--- config.mk ---
export PLATFORM = sky130hd
export DESIGN_NAME = score_keeper
export DESIGN_NICKNAME = d
export VERILOG_FILES = /design/src/rtl/score_keeper_pkg.sv /design/src/rtl/score_keeper_edge_detect.sv /design/src/rtl/score_keeper.sv
export SDC_FILE = /design/constraint.sdc
export NUM_CORES = 1
export LEC_CHECK = 0
export BUFFER_PORTS_ARGS = -buffer_cell sky130_fd_sc_hd__buf_2
export CAP_MARGIN = 15
export CELL_PAD_IN_SITES_DETAIL_PLACEMENT = 1
export CELL_PAD_IN_SITES_GLOBAL_PLACEMENT = 1
export CORE_MARGIN = 3
export CORE_UTILIZATION = 40
export CTS_CLUSTER_SIZE = 12
export DETAILED_ROUTE_END_ITERATION = 7
export PLACE_DENSITY_LB_ADDON = 0.1
export SKIP_LAST_GASP = 1
export SLEW_MARGIN = 20
export SYNTH_ARGS = -nofsm -noshare
export SYNTH_HDL_FRONTEND = slang
export SYNTH_SLANG_ARGS = --single-unit
--- constraint.sdc ---
create_clock -name clk -period 4.6 [get_ports clk]
set_clock_uncertainty 0.05 [all_clocks]
set_input_delay 0.92 -clock clk [delete_from_list [all_inputs] [get_ports clk]]
set_output_delay 0.92 -clock clk [all_outputs]
set_load 0.05 [all_outputs]
--- src/rtl/score_keeper_pkg.sv ---
// score_keeper_pkg
// Shared encodings for the scoring slice. The game-state codes must match
// what state_machine drives on cur_state, and the winner codes are what the
// display and state_machine decode from score_keeper's winner output.
//
// Contents:
//   game_state_e : ST_IDLE=00, ST_PLAY=01, ST_OVER=10 (11 behaves as idle)
//   winner_e     : WIN_NONE=00, WIN_P1=01, WIN_P2=10
package score_keeper_pkg;

   typedef enum logic [1:0] {
      ST_IDLE = 2'b00,
      ST_PLAY = 2'b01,
      ST_OVER = 2'b10
   } game_state_e;

   typedef enum logic [1:0] {
      WIN_NONE = 2'b00,
      WIN_P1   = 2'b01,
      WIN_P2   = 2'b10
   } winner_e;

   // Width of each player's score counter; WIN_SCORE has to fit in it.
   localparam int SCORE_W = 3;

endpackage

--- src/rtl/score_keeper_edge_detect.sv ---
// edge_detect
// Turns a level signal into a one-cycle rise indication. The input is
// registered once and the rise is the combinational "high now, low last
// cycle" term, so a level held high for many cycles yields a single rise.
//
// Ports:
//   clk  : system clock, rising edge
//   rst  : synchronous active-high reset, clears the history register
//   in   : level input
//   rise : high in the first cycle that in is sampled high
module edge_detect (
   input  logic clk,
   input  logic rst,
   input  logic in,
   output logic rise
);

   logic in_q;

   // History register holding last cycle's value of the input.
   always_ff @(posedge clk) begin
      if (rst) begin
         in_q <= 1'b0;
      end else begin
         in_q <= in;
      end
   end

   assign rise = in & ~in_q;

endmodule

--- src/rtl/score_keeper.sv ---
// score_keeper
// Producer side of the scoring interface. Converts wall-miss levels from the
// ball logic into per-player scores, a one-cycle score pulse, a post-point
// serve hold and a sticky winner code. It watches state_machine's cur_state
// so that points only count during PLAY and scores clear when a game starts.
//
// Ports:
//   clk        : system clock, rising edge
//   rst        : synchronous active-high reset
//   cur_state  : game state from state_machine (IDLE/PLAY/OVER, 11 = idle)
//   miss_left  : ball past left wall (point to player 2), level
//   miss_right : ball past right wall (point to player 1), level
//   p1, p2     : player scores
//   score      : one-cycle pulse per awarded point
//   serve_hold : high for HOLD_CYCLES cycles after each point
//   winner     : 00 none, 01 player 1, 10 player 2; sticky until game start
module score_keeper
   import score_keeper_pkg::*;
#(
   parameter int WIN_SCORE   = 5,
   parameter int HOLD_CYCLES = 50_000_000,
   parameter int HOLD_W      = 26
) (
   input  logic               clk,
   input  logic               rst,
   input  logic [1:0]         cur_state,
   input  logic               miss_left,
   input  logic               miss_right,
   output logic [SCORE_W-1:0] p1,
   output logic [SCORE_W-1:0] p2,
   output logic               score,
   output logic               serve_hold,
   output logic [1:0]         winner
);

   localparam logic [SCORE_W-1:0] WIN_VAL   = SCORE_W'(WIN_SCORE);
   localparam logic [HOLD_W-1:0]  HOLD_LOAD = HOLD_W'(HOLD_CYCLES);

   logic               rise_left;
   logic               rise_right;
   logic [1:0]         prev_state;
   logic [HOLD_W-1:0]  hold_cnt;
   logic               in_play;
   logic               start_clear;
   logic               eligible;
   logic               award_p1;
   logic               award_p2;
   logic [SCORE_W-1:0] p1_next;
   logic [SCORE_W-1:0] p2_next;

   edge_detect u_edge_left (
      .clk  (clk),
      .rst  (rst),
      .in   (miss_left),
      .rise (rise_left)
   );

   edge_detect u_edge_right (
      .clk  (clk),
      .rst  (rst),
      .in   (miss_right),
      .rise (rise_right)
   );

   // The hold counter counts remaining frozen cycles, so serve_hold is simply
   // "counter not yet exhausted" and lines up with the score pulse.
   assign serve_hold = (hold_cnt != '0);

   // Point qualification. A game start takes priority over any rise in the
   // same cycle, and a simultaneous left/right rise is treated as ambiguous
   // and dropped entirely.
   always_comb begin
      in_play     = (cur_state == ST_PLAY);
      start_clear = in_play && (prev_state != ST_PLAY);
      eligible    = in_play && !serve_hold && (winner == WIN_NONE) && !start_clear;
      award_p1    = eligible && rise_right && !rise_left;
      award_p2    = eligible && rise_left && !rise_right;
      p1_next     = p1 + 1'b1;
      p2_next     = p2 + 1'b1;
   end

   // Score, hold and win state. Scores and winner are left untouched outside
   // PLAY so the display keeps showing the final result; only the hold is
   // dropped when play stops.
   always_ff @(posedge clk) begin
      if (rst) begin
         p1         <= '0;
         p2         <= '0;
         score      <= 1'b0;
         winner     <= WIN_NONE;
         hold_cnt   <= '0;
         prev_state <= ST_IDLE;
      end else begin
         prev_state <= cur_state;
         score      <= award_p1 || award_p2;
         if (start_clear) begin
            p1       <= '0;
            p2       <= '0;
            winner   <= WIN_NONE;
            hold_cnt <= '0;
         end else if (!in_play) begin
            hold_cnt <= '0;
         end else if (award_p1) begin
            p1       <= p1_next;
            hold_cnt <= HOLD_LOAD;
            if (p1_next == WIN_VAL) begin
               winner <= WIN_P1;
            end
         end else if (award_p2) begin
            p2       <= p2_next;
            hold_cnt <= HOLD_LOAD;
            if (p2_next == WIN_VAL) begin
               winner <= WIN_P2;
            end
         end else if (serve_hold) begin
            hold_cnt <= hold_cnt - 1'b1;
         end
      end
   end

endmodule
==> flow_summary_export.csv, run 1 <==
group,metric,value,unit
outcome,status,"finished clean",
routing,wl_per_cell,16.0,µm
sta,fin_crit,3.08,ns
yosys,yosys.area.top_type,"dfxtp_1",
floorplan,ioPinCount,16,
cts,cts_buffer_depth,2,
run,cap_violations,0,
cts,h-tree-depth,2,
worst_setup_path,worst-path-buf-inv,2,
routing,vias,1749,
placed_design,gp_congestion,0.806,
global_routing,grt_pass1_wl,8.60,mm
global_routing,overflow,0,
final_layout,final_layout_size_suffix_gt1_share,17.1,%
placed_design,dpl.hpwl,3.77,mm
worst_setup_path,slowest_stage,"and4_1",
global_routing,antenna_found_initial,0,
yosys,avgSynthCellArea,9.15,µm²
floorplan,die-area,5990,µm²
worst_setup_path,criticalPathCategory,"reg -> out",
yosys,yosysMostFrequentCell,"dfxtp_1",
cts,cts_root_buf,"clkbuf_8",
yosys,synth-edff-count,0,
sta,setup_viol,0,
routing,drt_first_pass_iters,4,
worst_setup_path,endpoint_kind,"primary output",
yosys,syn_nets,234,
sta,drv_slew,0,
cts,cts.sinks,39,
worst_setup_path,cp_cell_sequence,"inv_1 -> ha_1 -> nor4b_2 -> and4_1 -> nand2_1 -> buf_2",
yosys,synth_cell_types,46,
worst_setup_path,path_delay_family,"simple AND/OR/NAND/NOR gates",
cts,clkTransAtPathRegs,0.08,ns
cts,clkLatencyLatePin,0.29,ns
yosys,synthTopCellsByArea,"dfxtp_1 38%, xnor2_1 6.0%, a21oi_1 4.7%, nor4_4 4.2%, nor2_1 3.7%",
floorplan,die_h,77.4,µm
routing,ant_nets,0,
hold_path,hp-class,"reg -> reg",
routing,drt_iter0_markers,74,
cts,post_cts_resized,0,
cts,cts_tree,"yes",
sta,fin_crit_sh,66.9,%
final_layout,final_cell_area,2270,µm²
yosys,async_reset_ff_share,0,%
final_layout,layout.nets,250,
yosys,ys_top_cells_by_count,"39 x dfxtp_1, 20 x nor2_1, 19 x a21oi_1",
yosys,synth_top_cell_area_share,38.3,%
yosys,synth.cell_area,2040,µm²
routing,wl,4.91,mm
sta,timing_hold_violations_final,0,
cts,numCtsBuffers,5,
sta,tightest_slew,0.619,ns
sta,timing.fmax,0.325,GHz
sta,rsz0062_at_grt,"no",
yosys,ys_ff_latch,39,
global_routing,grt_use_total,17.7,%
yosys,synth-main-ff-cell,"dfxtp_1",
floorplan,start_util,42.4,%
worst_setup_path,slowest_delay,0.47,ns
cts,cts_setup_buffers,0,
worst_setup_path,cp_data_required_time,3.63,ns
placed_design,placed_cell_area,2170,µm²
yosys,synthCells,223,
yosys,ys_seq_area_share,38.3,%
yosys,yosysWarnings,0,
final_layout,area_growth,11.3,%
routing,via_per_inst,5.70,
placed_design,port_buffers,15,
worst_setup_path,startpoint_type,"flip-flop",
cts,hold_buffers,0,
worst_setup_path,cp_max_fo,9,
global_routing,grt_pass1_vias,1751,
floorplan,coreArea,4820,µm²
floorplan,die_w,77.4,µm
worst_setup_path,arrival,2.11,ns
sta,timing.slew.headroom,58.6,%
final_layout,utilization,47.1,%
final_layout,antenna_cells,0,
floorplan,num_rows,25,
routing,drt_drc_violations_left,0,
global_routing,grt_max_degree,15,
sta,tns,0,ns
[layout by cell type (no fill, tap or decap), types with 6 or more instances in the layout]
master / netlist / final
nor2b_1: 7 / 7
inv_1: 10 / 10
nor4_1: 6 / 6
dfxtp_1: 39 / 39
nand2_1: 8 / 8
or4_1: 7 / 7
a21oi_1: 19 / 19
nor3_1: 8 / 8
xnor2_1: 14 / 14
clkbuf_8: 0 / 7
buf_2: 2 / 15
nor2_1: 20 / 20
[flip-flops by register name, summed over array words and instances (netlist names)]
name	count
hold_cnt	26
p1	3
p2	3
prev_state	2
winner	2
score	1
u_edge_left.in_q	1
u_edge_right.in_q	1
[path summary, 6_finish.rpt]
kind,slack (ns),endpoint,cells past startpoint,start
max,1.52,serve_hold,6,hold_cnt[0]$_SDFFE_PP0P_
min reg2reg,0.48,hold_cnt[11]$_SDFFE_PP0P_,2,hold_cnt[11]$_SDFFE_PP0P_
min,0.48,hold_cnt[11]$_SDFFE_PP0P_,2,hold_cnt[11]$_SDFFE_PP0P_
max reg2reg,1.78,hold_cnt[6]$_SDFFE_PP0P_,7,hold_cnt[0]$_SDFFE_PP0P_
[metrics by stage]
stage | std cells | hold WS (ns) | worst slack [ns]
after global placement | 299 | 0.454 | 1.83
after global routing | 307 | 0.522 | 1.36
after floorplan | 223 | 0.440 | 2.09
after detailed placement | 299 | 0.470 | 1.62
final | 307 | 0.480 | 1.52
after CTS | 307 | 0.487 | 1.51
[kinds of logic (layout without fill, tap and decap cells)]
group | after synthesis | count (layout) | share of synthesized area, %
buffers and inverters | 16 | 33 | 3.43
AOI/OAI and AO/OA | 48 | 48 | 15.1
and+or+nand+nor | 93 | 93 | 30.5
adders and majority gates | 5 | 5 | 3.07
xor gates and xnor gates | 19 | 19 | 8.15
DFF | 39 | 39 | 38.3
muxes | 3 | 3 | 1.47
[worst min-delay path, delay by kind of cell, from the launching register on]
family	cells	cell delay, ns
flops	1	0.35
compound gates	2	0.14
[area by class of cell]
class / count / area (µm²)
sequential: 39 / 781
fill: 585 / 2550
timing repair buffer: 15 / 75.1
multi-input combinational: 168 / 1190
tap: 67 / 83.8
clock inverter: 1 / 7.51
clock buffer: 7 / 96.3
inverter: 10 / 37.5
[layer usage]
metal  part of all wire [%]  routed length, µm  vias to the layer above  GRT usage (%)
met5                      0                  0                        -              0
met4                   0.77                 38                        0           4.80
met3                    2.5                124                        4           3.60
met2                     48               2350                       24           28.5
met1                     49               2400                      872           24.1
li1                       -                  -                      849              -
Power of run 1 is not shown: default switching activity piles up to over one toggle a cycle in this logic, so the estimate is an artifact.
==> run 2: changes to the inputs <==
==> constraint.sdc (replaced) <==
create_clock -name clk -period 3 [get_ports clk]
set_clock_uncertainty 0.05 [all_clocks]
set_input_delay 0.6 -clock clk [delete_from_list [all_inputs] [get_ports clk]]
set_output_delay 0.6 -clock clk [all_outputs]
set_load 0.05 [all_outputs]
==> flow_summary_export.csv, run 2 (synthesis gave the netlist of run 1 again) <==
group,metric,value,unit
final_layout,ff_latch_area,781,µm²
placed_design,port_buffers,15,
routing,vias,1737,
global_routing,grt_use_total,18.0,%
final_layout,layout.nets,251,
floorplan,num_rows,25,
global_routing,use_met2,30.1,%
global_routing,met3_usage,3.60,%
sta,timing.fmax,0.373,GHz
global_routing,grt_max_degree,15,
worst_setup_path,reg2reg_depth,7,
cts,cts_tree,"yes",
cts,h-tree-depth,2,
routing,ant_nets,0,
sta,timing.slew.headroom,54.7,%
global_routing,grt_pass1_vias,1761,
outcome,status,"finished clean",
floorplan,die_w,77.4,µm
final_layout,largest_registers,"hold_cnt (26), p1 (3), p2 (3)",
hold_path,whs_path_depth,1,
global_routing,grt_busiest_layer,"met2",
worst_setup_path,arrival,2.03,ns
routing,via_per_inst,5.64,
sta,tns,0,ns
final_layout,antenna_cells,0,
hold_path,worstHoldStart,"winner[1]$_SDFFE_PP0P_",
worst_setup_path,cp_data_required_time,2.35,ns
cts,hold_buffers,0,
final_layout,multi_input_area,1190,µm²
routing,drt_iter0_markers,70,
worst_setup_path,crit_path_start,"hold_cnt[0]$_SDFFE_PP0P_",
final_layout,top_register,"hold_cnt",
cts,cts_setup_buffers,0,
final_layout,largest_register_ffs,26,
placed_design,gp_congestion,0.803,
floorplan,coreArea,4820,µm²
sta,tightest_slew,0.674,ns
sta,rsz0062_at_grt,"no",
floorplan,ioPinCount,16,
placed_design,post-place-ws,0.636,ns
global_routing,grt_pass1_wl,8.67,mm
floorplan,die_h,77.4,µm
final_layout,final_layout_size_suffix_gt1_share,17.4,%
final_layout,final_common_cell,"dfxtp_1",
global_routing,overflow,0,
cts,numCtsBuffers,5,
sta,setup_ws,0.319,ns
final_layout,stdcell_count,308,
hold_path,hp-class,"reg -> reg",
placed_design,dp.cells,300,
routing,drt_first_pass_iters,4,
cts,cts_buffer_depth,2,
worst_setup_path,startpoint_type,"flip-flop",
final_layout,nFillCells,597,
floorplan,die-area,5990,µm²
cts,cts_root_buf,"clkbuf_8",
routing,wl,4.94,mm
cts,clkTransAtPathRegs,0.08,ns
run,cap_violations,0,
cts,clkLatencyLatePin,0.29,ns
floorplan,start_util,42.4,%
sta,setup_viol,0,
routing,drt_drc_violations_left,0,
sta,fin_crit_sh,89.4,%
sta,drv_slew,0,
final_layout,area_growth,12.3,%
worst_setup_path,criticalPathCategory,"reg -> out",
sta,timing_hold_violations_final,0,
global_routing,antenna_found_initial,0,
global_routing,met1_usage,23.5,%
placed_design,dpl.hpwl,3.72,mm
worst_setup_path,r2r-start,"hold_cnt[0]$_SDFFE_PP0P_",
cts,post_cts_resized,0,
routing,wl_per_cell,16.0,µm
worst_setup_path,cp_max_fo,9,
final_layout,layout_common_cells,"39 x dfxtp_1, 20 x nor2_1, 19 x a21oi_1, 15 x buf_2, 14 x xnor2_1",
sta,fin_crit,2.68,ns
cts,cts.sinks,39,
worst_setup_path,endpoint_kind,"primary output",
-- run 2: cell type report --
type	count	share of cell area, %
clock inverters	2	1.53
repair buffers	16	3.60
well taps	67	3.66
flip-flops and latches	39	34.1
clock buffers	6	3.60
multi-input cells	168	51.9
inverters	10	1.64
-- run 2: stage by stage --
step / area (µm²) / hold slack (ns) / utilization [%]
2_1_floorplan: 2040 / 0.440 / -
3_3_place_gp: 2170 / 0.455 / 45.1
3_5_place_dp: 2170 / 0.459 / 45.1
4_1_cts: 2290 / 0.479 / 47.6
5_1_grt: 2290 / 0.502 / 47.6
6_report: 2290 / 0.467 / 47.6
-- run 2: critical path: stages, from the launching register on --
cell	delay (ns)
dfxtp_1	0.35
inv_1	0.07
ha_1	0.22
nor4b_2	0.32
and4_1	0.45
nand2_1	0.09
buf_2	0.23
-- run 2: worst paths after layout --
path / end / slack (ns)
hold reg to reg: winner[1]$_SDFFE_PP0P_ / 0.47
setup / recovery: serve_hold / 0.32
setup reg to reg: winner[1]$_SDFFE_PP0P_ / 0.73
hold / removal: winner[1]$_SDFFE_PP0P_ / 0.47
-- run 2: metal layers --
metal | share of wire (%) | up-vias
met4 | 1.3 | 0
met5 | 0 | -
li1 | - | 852
met2 | 48 | 15
met1 | 48 | 863
met3 | 2.2 | 7
Power of run 2 is left out for the same reason.
==> run 3: changes to the inputs <==
--- a/config.mk
+++ b/config.mk
@@ -7,13 +7,10 @@
 export LEC_CHECK = 0
 export BUFFER_PORTS_ARGS = -buffer_cell sky130_fd_sc_hd__buf_2
 export CAP_MARGIN = 15
-export CELL_PAD_IN_SITES_DETAIL_PLACEMENT = 1
-export CELL_PAD_IN_SITES_GLOBAL_PLACEMENT = 1
 export CORE_MARGIN = 3
-export CORE_UTILIZATION = 40
+export CORE_UTILIZATION = 45
 export CTS_CLUSTER_SIZE = 12
 export DETAILED_ROUTE_END_ITERATION = 7
-export PLACE_DENSITY_LB_ADDON = 0.1
 export SKIP_LAST_GASP = 1
 export SLEW_MARGIN = 20
 export SYNTH_ARGS = -nofsm -noshare
==> flow_summary_export.csv, run 3 (synthesis gave the netlist of run 1 again) <==
group,metric,value,unit
final_layout,top_register,"hold_cnt",
sta,timing.slew.headroom,51.0,%
worst_setup_path,r2r-start,"hold_cnt[0]$_SDFFE_PP0P_",
floorplan,coreArea,4170,µm²
worst_setup_path,critPathCapture,"serve_hold",
final_layout,antenna_cells,0,
worst_setup_path,slowest_delay,0.44,ns
routing,vias,1711,
cts,clkLatencyLatePin,0.29,ns
global_routing,grt_pass1_vias,1574,
final_layout,final_layout_size_suffix_gt1_share,17.1,%
run,cap_violations,0,
sta,setup_viol,0,
worst_setup_path,reg2reg_depth,7,
worst_setup_path,endpoint_kind,"primary output",
worst_setup_path,slowest_stage,"and4_1",
floorplan,start_util,48.9,%
final_layout,largest_register_ffs,26,
cts,hold_buffers,0,
final_layout,layout.nets,251,
routing,wl,4.39,mm
worst_setup_path,r2r_slack,0.79,ns
global_routing,grt_max_degree,15,
global_routing,overflow,0,
outcome,status,"finished clean",
global_routing,antenna_found_initial,0,
global_routing,grt_pass1_wl,7.36,mm
floorplan,die_h,73.3,µm
final_layout,stdcell_count,290,
cts,clkTransAtPathRegs,0.07,ns
routing,via_per_inst,5.90,
worst_setup_path,path_delay_family,"simple AND/OR/NAND/NOR gates",
placed_design,gp_congestion,0.872,
sta,drv_slew,0,
placed_design,dp.cells,283,
final_layout,nFillCells,374,
worst_setup_path,worst-path-buf-inv,2,
worst_setup_path,timing.rr.end,"winner[1]$_SDFFE_PP0P_",
cts,cts_root_buf,"clkbuf_8",
sta,fin_crit,2.66,ns
worst_setup_path,arrival,2.01,ns
placed_design,dpl.hpwl,3.34,mm
worst_setup_path,crit_path_start,"hold_cnt[0]$_SDFFE_PP0P_",
placed_design,port_buffers,15,
routing,drt_drc_violations_left,0,
worst_setup_path,startpoint_type,"flip-flop",
cts,cts_tree,"yes",
cts,post_cts_resized,0,
worst_setup_path,cp_num_cells,6,
worst_setup_path,cp_cell_sequence,"inv_1 -> ha_1 -> nor4b_2 -> and4_1 -> nand2_1 -> buf_2",
hold_path,hp-class,"reg -> reg",
routing,ant_nets,0,
floorplan,die-area,5380,µm²
sta,tightest_slew,0.717,ns
floorplan,num_rows,23,
sta,rsz0062_at_grt,"no",
sta,timing_hold_violations_final,0,
worst_setup_path,cp_data_required_time,2.35,ns
routing,drt_first_pass_iters,4,
routing,drt_iter0_markers,90,
sta,tns,0,ns
cts,numCtsBuffers,5,
final_layout,largest_registers,"hold_cnt (26), p1 (3), p2 (3)",
worst_setup_path,criticalPathCategory,"reg -> out",
sta,timing.fmax,0.376,GHz
routing,wl_per_cell,15.1,µm
cts,cts_setup_buffers,0,
cts,h-tree-depth,2,
cts,cts.sinks,39,
floorplan,ioPinCount,16,
worst_setup_path,cp_max_fo,9,
final_layout,area_growth,9.81,%
cts,cts_buffer_depth,2,
global_routing,grt_use_total,17.8,%
final_layout,layout_common_cells,"39 x dfxtp_1, 20 x nor2_1, 19 x a21oi_1, 15 x buf_2, 14 x xnor2_1",
floorplan,die_w,73.3,µm
sta,fin_crit_sh,88.6,%
final_layout,final_common_cell,"dfxtp_1",
[run 3: cell count changes in the layout (fill, tap and decap cells not counted)]
cell,before,now
bufinv_16,1,0
[run 3: worst min-delay path by stage]
stage | from | endpoint | cells after the start
after global placement | winner[1]$_SDFFE_PP0P_ | winner[1]$_SDFFE_PP0P_ | 1
after global routing | cur_state[1] | prev_state[1]$_SDFF_PP0_ | 2
after floorplan | hold_cnt[11]$_SDFFE_PP0P_ | hold_cnt[11]$_SDFFE_PP0P_ | 2
final | hold_cnt[11]$_SDFFE_PP0P_ | hold_cnt[11]$_SDFFE_PP0P_ | 2
after CTS | miss_left | u_edge_left.in_q$_SDFF_PP0_ | 2
after detailed placement | hold_cnt[11]$_SDFFE_PP0P_ | hold_cnt[11]$_SDFFE_PP0P_ | 2
[run 3: worst reg2reg max path, cell delays in order (launching register included)]
cell	delay, ns
dfxtp_1	0.35
inv_1	0.07
ha_1	0.23
nor4b_2	0.31
nand4_1	0.31
nor4_4	0.46
and3_1	0.26
o21a_1	0.12
[run 3: cell type report]
type	instances	area, µm²	area share [%]
tap	50	62.6	2.79
multi-input combinational	168	1190	53.1
inverter	10	37.5	1.68
clock buffer	6	82.6	3.69
clock inverter	1	5.00	0.223
sequential	39	781	34.8
timing repair buffer	16	82.6	3.69
[run 3: per-stage QoR]
stage / setup slack (ns) / utilization, % / hold slack [ns] / cell area (µm²)
6_report: 0.342 / 53.7 / 0.477 / 2240
5_1_grt: 0.114 / 53.7 / 0.480 / 2240
4_1_cts: 0.315 / 53.7 / 0.476 / 2240
3_5_place_dp: 0.649 / 51.6 / 0.477 / 2150
3_3_place_gp: 0.724 / 51.6 / 0.464 / 2150
2_1_floorplan: 0.811 / - / 0.440 / 2040
[run 3: layer usage]
metal  share of wire [%]  vias to the layer above  global-route usage [%]
met2                  45                       41                    27.6
met3                 4.8                        8                    5.06
li1                    -                      855                       -
met5                   0                        -                       0
met1                  48                      807                    23.3
met4                 1.7                        0                    7.44
Power of run 3 is left out for the same reason.
